`src/rtl/tx_frame_scheduler.sv`:
```
// tx_frame_scheduler
// Drives the DCSK chip counter: takes a multi-frame transmit request, holds the
// spreading factor steady for the whole request, waits for enough chaos samples,
// strobes the chip counter, then follows each frame to its end with a guard gap
// between frames. Completion, abort and timeout are reported as one-cycle pulses.
module tx_frame_scheduler #(
  parameter int LVL_W      = 8,
  parameter int MIN_CHAOS  = 16,
  parameter int WAIT_TMO   = 1024,
  parameter int GAP_CYCLES = 4
) (
  input  logic             i_clk,
  input  logic             i_rst,
  input  logic             i_req_valid,
  output logic             o_req_ready,
  input  logic [1:0]       i_req_sf,
  input  logic [7:0]       i_req_frames,
  input  logic             i_abort,
  input  logic [LVL_W-1:0] i_chaos_level,
  input  logic             i_sending,
  output logic             o_send,
  output logic [1:0]       o_spreading_factor,
  output logic             o_busy,
  output logic             o_frame_done,
  output logic             o_req_done,
  output logic             o_err_timeout,
  output logic [7:0]       o_frames_left
);

  localparam int WAIT_W = $clog2(WAIT_TMO + 1);
  localparam int GAP_W  = $clog2(GAP_CYCLES + 1);
  localparam logic [WAIT_W-1:0] WAIT_LAST = WAIT_W'(WAIT_TMO - 1);
  localparam logic [GAP_W-1:0]  GAP_LAST  = GAP_W'(GAP_CYCLES - 1);
  localparam logic [LVL_W-1:0]  LVL_MIN   = LVL_W'(MIN_CHAOS);

  typedef enum logic [2:0] {
    IDLE,
    WAIT_CHAOS,
    SEND,
    ACK,
    BUSY,
    GAP
  } state_t;

  state_t            state;
  logic [WAIT_W-1:0] wait_cnt;
  logic [GAP_W-1:0]  gap_cnt;
  logic              ack_cnt;
  logic              abort_pend;
  logic              sending_q;

  // Request sequencer: every output is a register updated alongside the state,
  // and any path back to IDLE drops ready for one cycle while o_req_done pulses.
  always_ff @(posedge i_clk) begin
    if (i_rst) begin
      state              <= IDLE;
      o_req_ready        <= 1'b1;
      o_send             <= 1'b0;
      o_busy             <= 1'b0;
      o_frame_done       <= 1'b0;
      o_req_done         <= 1'b0;
      o_err_timeout      <= 1'b0;
      o_frames_left      <= 8'd0;
      o_spreading_factor <= 2'b00;
      wait_cnt           <= '0;
      gap_cnt            <= '0;
      ack_cnt            <= 1'b0;
      abort_pend         <= 1'b0;
      sending_q          <= 1'b0;
    end else begin
      o_send        <= 1'b0;
      o_frame_done  <= 1'b0;
      o_req_done    <= 1'b0;
      o_err_timeout <= 1'b0;
      sending_q     <= i_sending;
      case (state)
        IDLE: begin
          if (i_req_valid && o_req_ready) begin
            o_spreading_factor <= i_req_sf;
            o_frames_left      <= (i_req_frames == 8'd0) ? 8'd1 : i_req_frames;
            o_req_ready        <= 1'b0;
            o_busy             <= 1'b1;
            abort_pend         <= 1'b0;
            wait_cnt           <= '0;
            state              <= WAIT_CHAOS;
          end else begin
            o_req_ready <= 1'b1;
          end
        end
        WAIT_CHAOS: begin
          if (i_abort) begin
            o_req_done <= 1'b1;
            o_busy     <= 1'b0;
            state      <= IDLE;
          end else if (i_chaos_level >= LVL_MIN) begin
            o_send <= 1'b1;
            state  <= SEND;
          end else if (wait_cnt == WAIT_LAST) begin
            o_err_timeout <= 1'b1;
            o_req_done    <= 1'b1;
            o_busy        <= 1'b0;
            state         <= IDLE;
          end else begin
            wait_cnt <= wait_cnt + 1'b1;
          end
        end
        SEND: begin
          if (i_abort) abort_pend <= 1'b1;
          ack_cnt <= 1'b0;
          state   <= ACK;
        end
        ACK: begin
          if (i_abort) abort_pend <= 1'b1;
          if (i_sending) begin
            state <= BUSY;
          end else if (ack_cnt) begin
            o_err_timeout <= 1'b1;
            o_req_done    <= 1'b1;
            o_busy        <= 1'b0;
            state         <= IDLE;
          end else begin
            ack_cnt <= 1'b1;
          end
        end
        BUSY: begin
          if (sending_q && !i_sending) begin
            o_frame_done <= 1'b1;
            if (o_frames_left != 8'd0) o_frames_left <= o_frames_left - 8'd1;
            if (o_frames_left <= 8'd1 || abort_pend || i_abort) begin
              o_req_done <= 1'b1;
              o_busy     <= 1'b0;
              state      <= IDLE;
            end else begin
              gap_cnt <= '0;
              state   <= GAP;
            end
          end else if (i_abort) begin
            abort_pend <= 1'b1;
          end
        end
        GAP: begin
          if (i_abort) begin
            o_req_done <= 1'b1;
            o_busy     <= 1'b0;
            state      <= IDLE;
          end else if (gap_cnt == GAP_LAST) begin
            wait_cnt <= '0;
            state    <= WAIT_CHAOS;
          end else begin
            gap_cnt <= gap_cnt + 1'b1;
          end
        end
        default: begin
          o_busy <= 1'b0;
          state  <= IDLE;
        end
      endcase
    end
  end

endmodule

```
`config.mk`:
```
export PLATFORM = sky130hd
export DESIGN_NAME = tx_frame_scheduler
export DESIGN_NICKNAME = d
export VERILOG_FILES = /design/src/rtl/tx_frame_scheduler.sv
export SDC_FILE = /design/constraint.sdc
export NUM_CORES = 1
export LEC_CHECK = 0
export ABC_CLOCK_PERIOD_IN_PS = 2100
export CAP_MARGIN = 0
export CORE_AREA = 2 2 133 70
export DETAILED_ROUTE_END_ITERATION = 12
export DIE_AREA = 0 0 135 72
export HOLD_SLACK_MARGIN = 0.08
export PLACE_DENSITY_LB_ADDON = 0.12
export SLEW_MARGIN = 20
export SYNTH_ARGS = -nofsm -noshare
export SYNTH_HDL_FRONTEND = slang
export SYNTH_SLANG_ARGS = --single-unit
```
`constraint.sdc`:
```
create_clock -name i_clk -period 2.1 [get_ports i_clk]
set_input_delay 0.42 -clock i_clk [delete_from_list [all_inputs] [get_ports i_clk]]
set_output_delay 0.42 -clock i_clk [all_outputs]
set_load 0.02 [all_outputs]
```
==> results.yml, run 1 <==
outcome:
  run_status: "completed"
job:
  maximum_capacitance_violations: 0
sta:
  setup_viol_count_final: 0
  finalWorstPathRequiredPeriod_ps: 1960
  finalMaxSlewViolations: 0
  final_min_period_over_clock_period: 0.932
  fin_tns_setup_ps: 0
  relSlewSlack: 0.572
  worst_pin_slew_ps: 635
  worst_clock_skew_ps: 7.15
  postLayoutSetupSlackWorst_ps: 143
  finalHoldViolations: 0
  clock.fmax_mhz: 511
  rsz0062_at_grt: "false"
worst_setup_path:
  worst_setup_path_end_kind: "flip-flop"
  worstReg2RegStart: "wait_cnt[0]$_SDFFE_PP0P_"
  critical-path-slowest-cell: "sky130_fd_sc_hd__o41ai_2"
  rr_worst_depth: 6
  crit_path_end: "state[2]$_SDFFE_PP0P_"
  worst_setup_path_startpoint: "wait_cnt[0]$_SDFFE_PP0P_"
  critical_path_cell_count: 6
  timing.setup.critical_path_class: "reg -> reg"
  largest_driver_fanout_on_the_critical_path: 4
  critPathRequiredTime_ps: 2290
  worst_path_largest_cell_delay_ps: 600
  cp.arrival_ps: 2150
  crit-reg2reg-capture: "state[2]$_SDFFE_PP0P_"
  crit_family: "compound AO/OA/AOI/OAI gates"
  ff2ff_setup_slack_ps: 140
  start_kind: "flip-flop"
  worst-path-buf-inv: 0
  worstPathCellList: "ha_1 > nand2_1 > o41ai_2 > o2111a_1 > nor2_1 > a311oi_1"
cts:
  clock_input_transition_at_the_sequential_cells_of_the_worst_setup_and_hold_paths_ps: 60
  tritoncts.num_buffers: 5
  tritoncts_clock_tree: "done"
  cts_num_sinks: 36
  post_cts_buffers: 0
  cts-htree-levels: 2
  clock_latency_reported_for_the_late_side_of_the_worst_skew_pair_ps: 280
  root_buffer_master: "sky130_fd_sc_hd__clkbuf_16"
  number_of_buffers_inserted_for_hold_repair_after_clock_tree_synthesis: 0
  clockBufferDepth: 2
  cts_resized: 0
final_layout:
  n_antenna_cell: 0
  design.final.nets: 344
  fraction_of_final_layout_cells_sized_beyond_drive_strength_1: 0.155
  layout_common_cells: "37 x sky130_fd_sc_hd__nor2_1, 36 x sky130_fd_sc_hd__dfxtp_1, 34 x sky130_fd_sc_hd__clkdlybuf4s50_1, 31 x sky130_fd_sc_hd__buf_4, 18 x sky130_fd_sc_hd__a21oi_1"
  final_design_area_no_fill_um2: 2890
  synthesis_to_layout_area_growth_pct: 38.4
  most_common_cell_after_layout_fill_and_taps_aside: "sky130_fd_sc_hd__nor2_1"
hold_path:
  timing.hold.worst.class: "reg -> reg"
power:
  max-vdd-ir-drop_mv: 0.435
  power.leakage_nw: 1.04
  switching_share: 0.384
  power.switching_mw: 1.31
  clockPowerShare: 0.220
  power.share.sequential: 0.271
  internal_power_mw: 2.09
  powerDensity_nw_per_um2: 1170
  pwr-share-comb: 0.510
floorplan:
  floorplan.die.width_um: 135
  design.die.area_um2: 9720
  floorplan.die.height_um: 72
  start_util: 0.245
  rows: 24
  core_um2: 8530
  io_pins: 39
synth:
  synth_warnings: 0
  synth_nets: 287
  avgSynthCellArea_um2: 8.07
  number_of_enable_flip_flop_cells_after_synthesis: 0
  netlist.area_leader.share: 0.345
  synth-main-ff-cell: "sky130_fd_sc_hd__dfxtp_1"
  yosys-top-cells-area: "sky130_fd_sc_hd__dfxtp_1 34%, sky130_fd_sc_hd__nor2_1 6.6%, sky130_fd_sc_hd__a21oi_1 4.3%"
  netlist-cell-type-count: 52
  ys_ff_latch: 36
  netlist.top_cell.by_area: "sky130_fd_sc_hd__dfxtp_1"
  postSynth.asyncResetShare: 0
  synth_cells: 259
  yosysSeqAreaShare: 0.345
  synthesis.area_um2: 2090
grt:
  grt_pass1_vias: 1993
  grt_pass1_wl_mm: 9.34
  grt_usage: 0.121
  largest_net_degree_at_the_start_of_global_routing: 17
  antenna_found_initial: 0
  global_route.overflow_total: 0
detailed_routing:
  detailedRoute.firstPassIterationCount: 4
  routed_via_density: 4.58
  via_count: 1987
  wirelength_mm: 5.60
  wire_per_inst_um: 12.9
  detailed_router_s_first_iteration_violation_count: 57
  drcViolationCount: 0
  antenna_violating_nets_post_route: 0
placement:
  setup_ws_pre_cts_ps: -94.0
  hpwl_mm: 4.28
  gp_routability_congestion: 0.848
  placement.cell_area_um2: 2740
  place.port_buffers: 34
## synthesized netlist by cell type (2+ instances only)
library cell and count:
sky130_fd_sc_hd__a211o_1 2, sky130_fd_sc_hd__a21o_1 3, sky130_fd_sc_hd__a21oi_1 18, sky130_fd_sc_hd__a311oi_1 2
sky130_fd_sc_hd__and3_1 2, sky130_fd_sc_hd__buf_2 3, sky130_fd_sc_hd__buf_4 2, sky130_fd_sc_hd__buf_6 4
sky130_fd_sc_hd__clkbuf_1 6, sky130_fd_sc_hd__dfxtp_1 36, sky130_fd_sc_hd__ha_1 5, sky130_fd_sc_hd__inv_1 7
sky130_fd_sc_hd__mux2i_1 4, sky130_fd_sc_hd__nand2_1 17, sky130_fd_sc_hd__nand2b_1 13, sky130_fd_sc_hd__nand3_1 12
sky130_fd_sc_hd__nor2_1 37, sky130_fd_sc_hd__nor2b_1 4, sky130_fd_sc_hd__nor3_1 14, sky130_fd_sc_hd__nor3b_1 4
sky130_fd_sc_hd__nor3b_2 2, sky130_fd_sc_hd__nor4_1 4, sky130_fd_sc_hd__nor4_4 2, sky130_fd_sc_hd__o2111a_1 2
sky130_fd_sc_hd__o21ai_0 13, sky130_fd_sc_hd__o21bai_1 2, sky130_fd_sc_hd__o22ai_1 2, sky130_fd_sc_hd__or2_1 2
sky130_fd_sc_hd__or2_2 2, sky130_fd_sc_hd__or3_1 3, sky130_fd_sc_hd__xnor2_1 9
## power groups by stage
stage | registers, mW | logic, mW | clock network (mW)
2_1_floorplan | 0.996 | 1.03 | 0
3_3_place_gp | 0.931 | 1.69 | 0
3_5_place_dp | 0.930 | 1.69 | 0
4_1_cts | 0.917 | 1.70 | 0.775
5_1_grt | 0.942 | 1.92 | 0.822
6_report | 0.919 | 1.73 | 0.746
## tightest hold or removal path: stages, from the launching register on
cell and delay [ps]:
sky130_fd_sc_hd__dfxtp_1 320, sky130_fd_sc_hd__nand2b_1 70, sky130_fd_sc_hd__a21oi_1 40
## per-stage QoR
stage          hold WS, ps  utilization  instances  power, mW
4_1_cts                486        0.338        434       3.39
2_1_floorplan          440            -        259       2.03
6_report               478        0.339        434       3.40
3_3_place_gp           468        0.321        426       2.62
3_5_place_dp           477        0.321        426       2.62
5_1_grt                510        0.339        434       3.68
## cell type report
class | instances | area [µm²]
Fill cell | 931 | 5630
Multi-Input combinational cell | 200 | 1260
Sequential cell | 36 | 721
Timing Repair Buffer | 66 | 593
Clock buffer | 8 | 146
Tap cell | 117 | 146
Inverter | 7 | 26.3
## how the worst min path moves through the flow
stage	startpoint	to	slack, ps	cells after the start
after floorplan	wait_cnt[10]$_SDFFE_PP0P_	wait_cnt[10]$_SDFFE_PP0P_	440	2
after global placement	wait_cnt[10]$_SDFFE_PP0P_	wait_cnt[10]$_SDFFE_PP0P_	470	2
after detailed placement	wait_cnt[10]$_SDFFE_PP0P_	wait_cnt[10]$_SDFFE_PP0P_	480	2
after CTS	wait_cnt[1]$_SDFFE_PP0P_	wait_cnt[1]$_SDFFE_PP0P_	490	2
after global routing	wait_cnt[1]$_SDFFE_PP0P_	wait_cnt[1]$_SDFFE_PP0P_	510	2
final	wait_cnt[10]$_SDFFE_PP0P_	wait_cnt[10]$_SDFFE_PP0P_	480	2
## routing by layer
metal / track usage / share of wire / vias to the layer above
li1: - / - / 1030
met1: 0.149 / 0.50 / 929
met2: 0.209 / 0.45 / 26
met3: 0.0328 / 0.038 / 2
met4: 0.0359 / 0.0068 / 0
met5: 0 / 0 / -
## cell families after synthesis
| logic type | Yosys count | share of synthesized area |
|---|---|---|
| AND/OR/NAND/NOR | 124 | 0.322 |
| AO/OA/AOI/OAI | 58 | 0.186 |
| flip-flops | 36 | 0.345 |
| buffers and inverters | 23 | 0.0610 |
| XOR/XNOR | 9 | 0.0377 |
| adder cells (fa/ha/maj) | 5 | 0.0299 |
| multiplexers | 4 | 0.0192 |
## flip-flops by register name, indices dropped and copies added, names as in the netlist, 2 cells and up
name and cells:
o_frames_left 8, o_spreading_factor 2, wait_cnt 11, gap_cnt 3, state 3
Note: power is estimated with default switching activity, not from simulation.
==> run 2: changes to the inputs <==
- CAP_MARGIN: 0 -> 15
==> results of run 2 <==
Same layout as run 1: the final DEF is identical, and so are final timing and power.
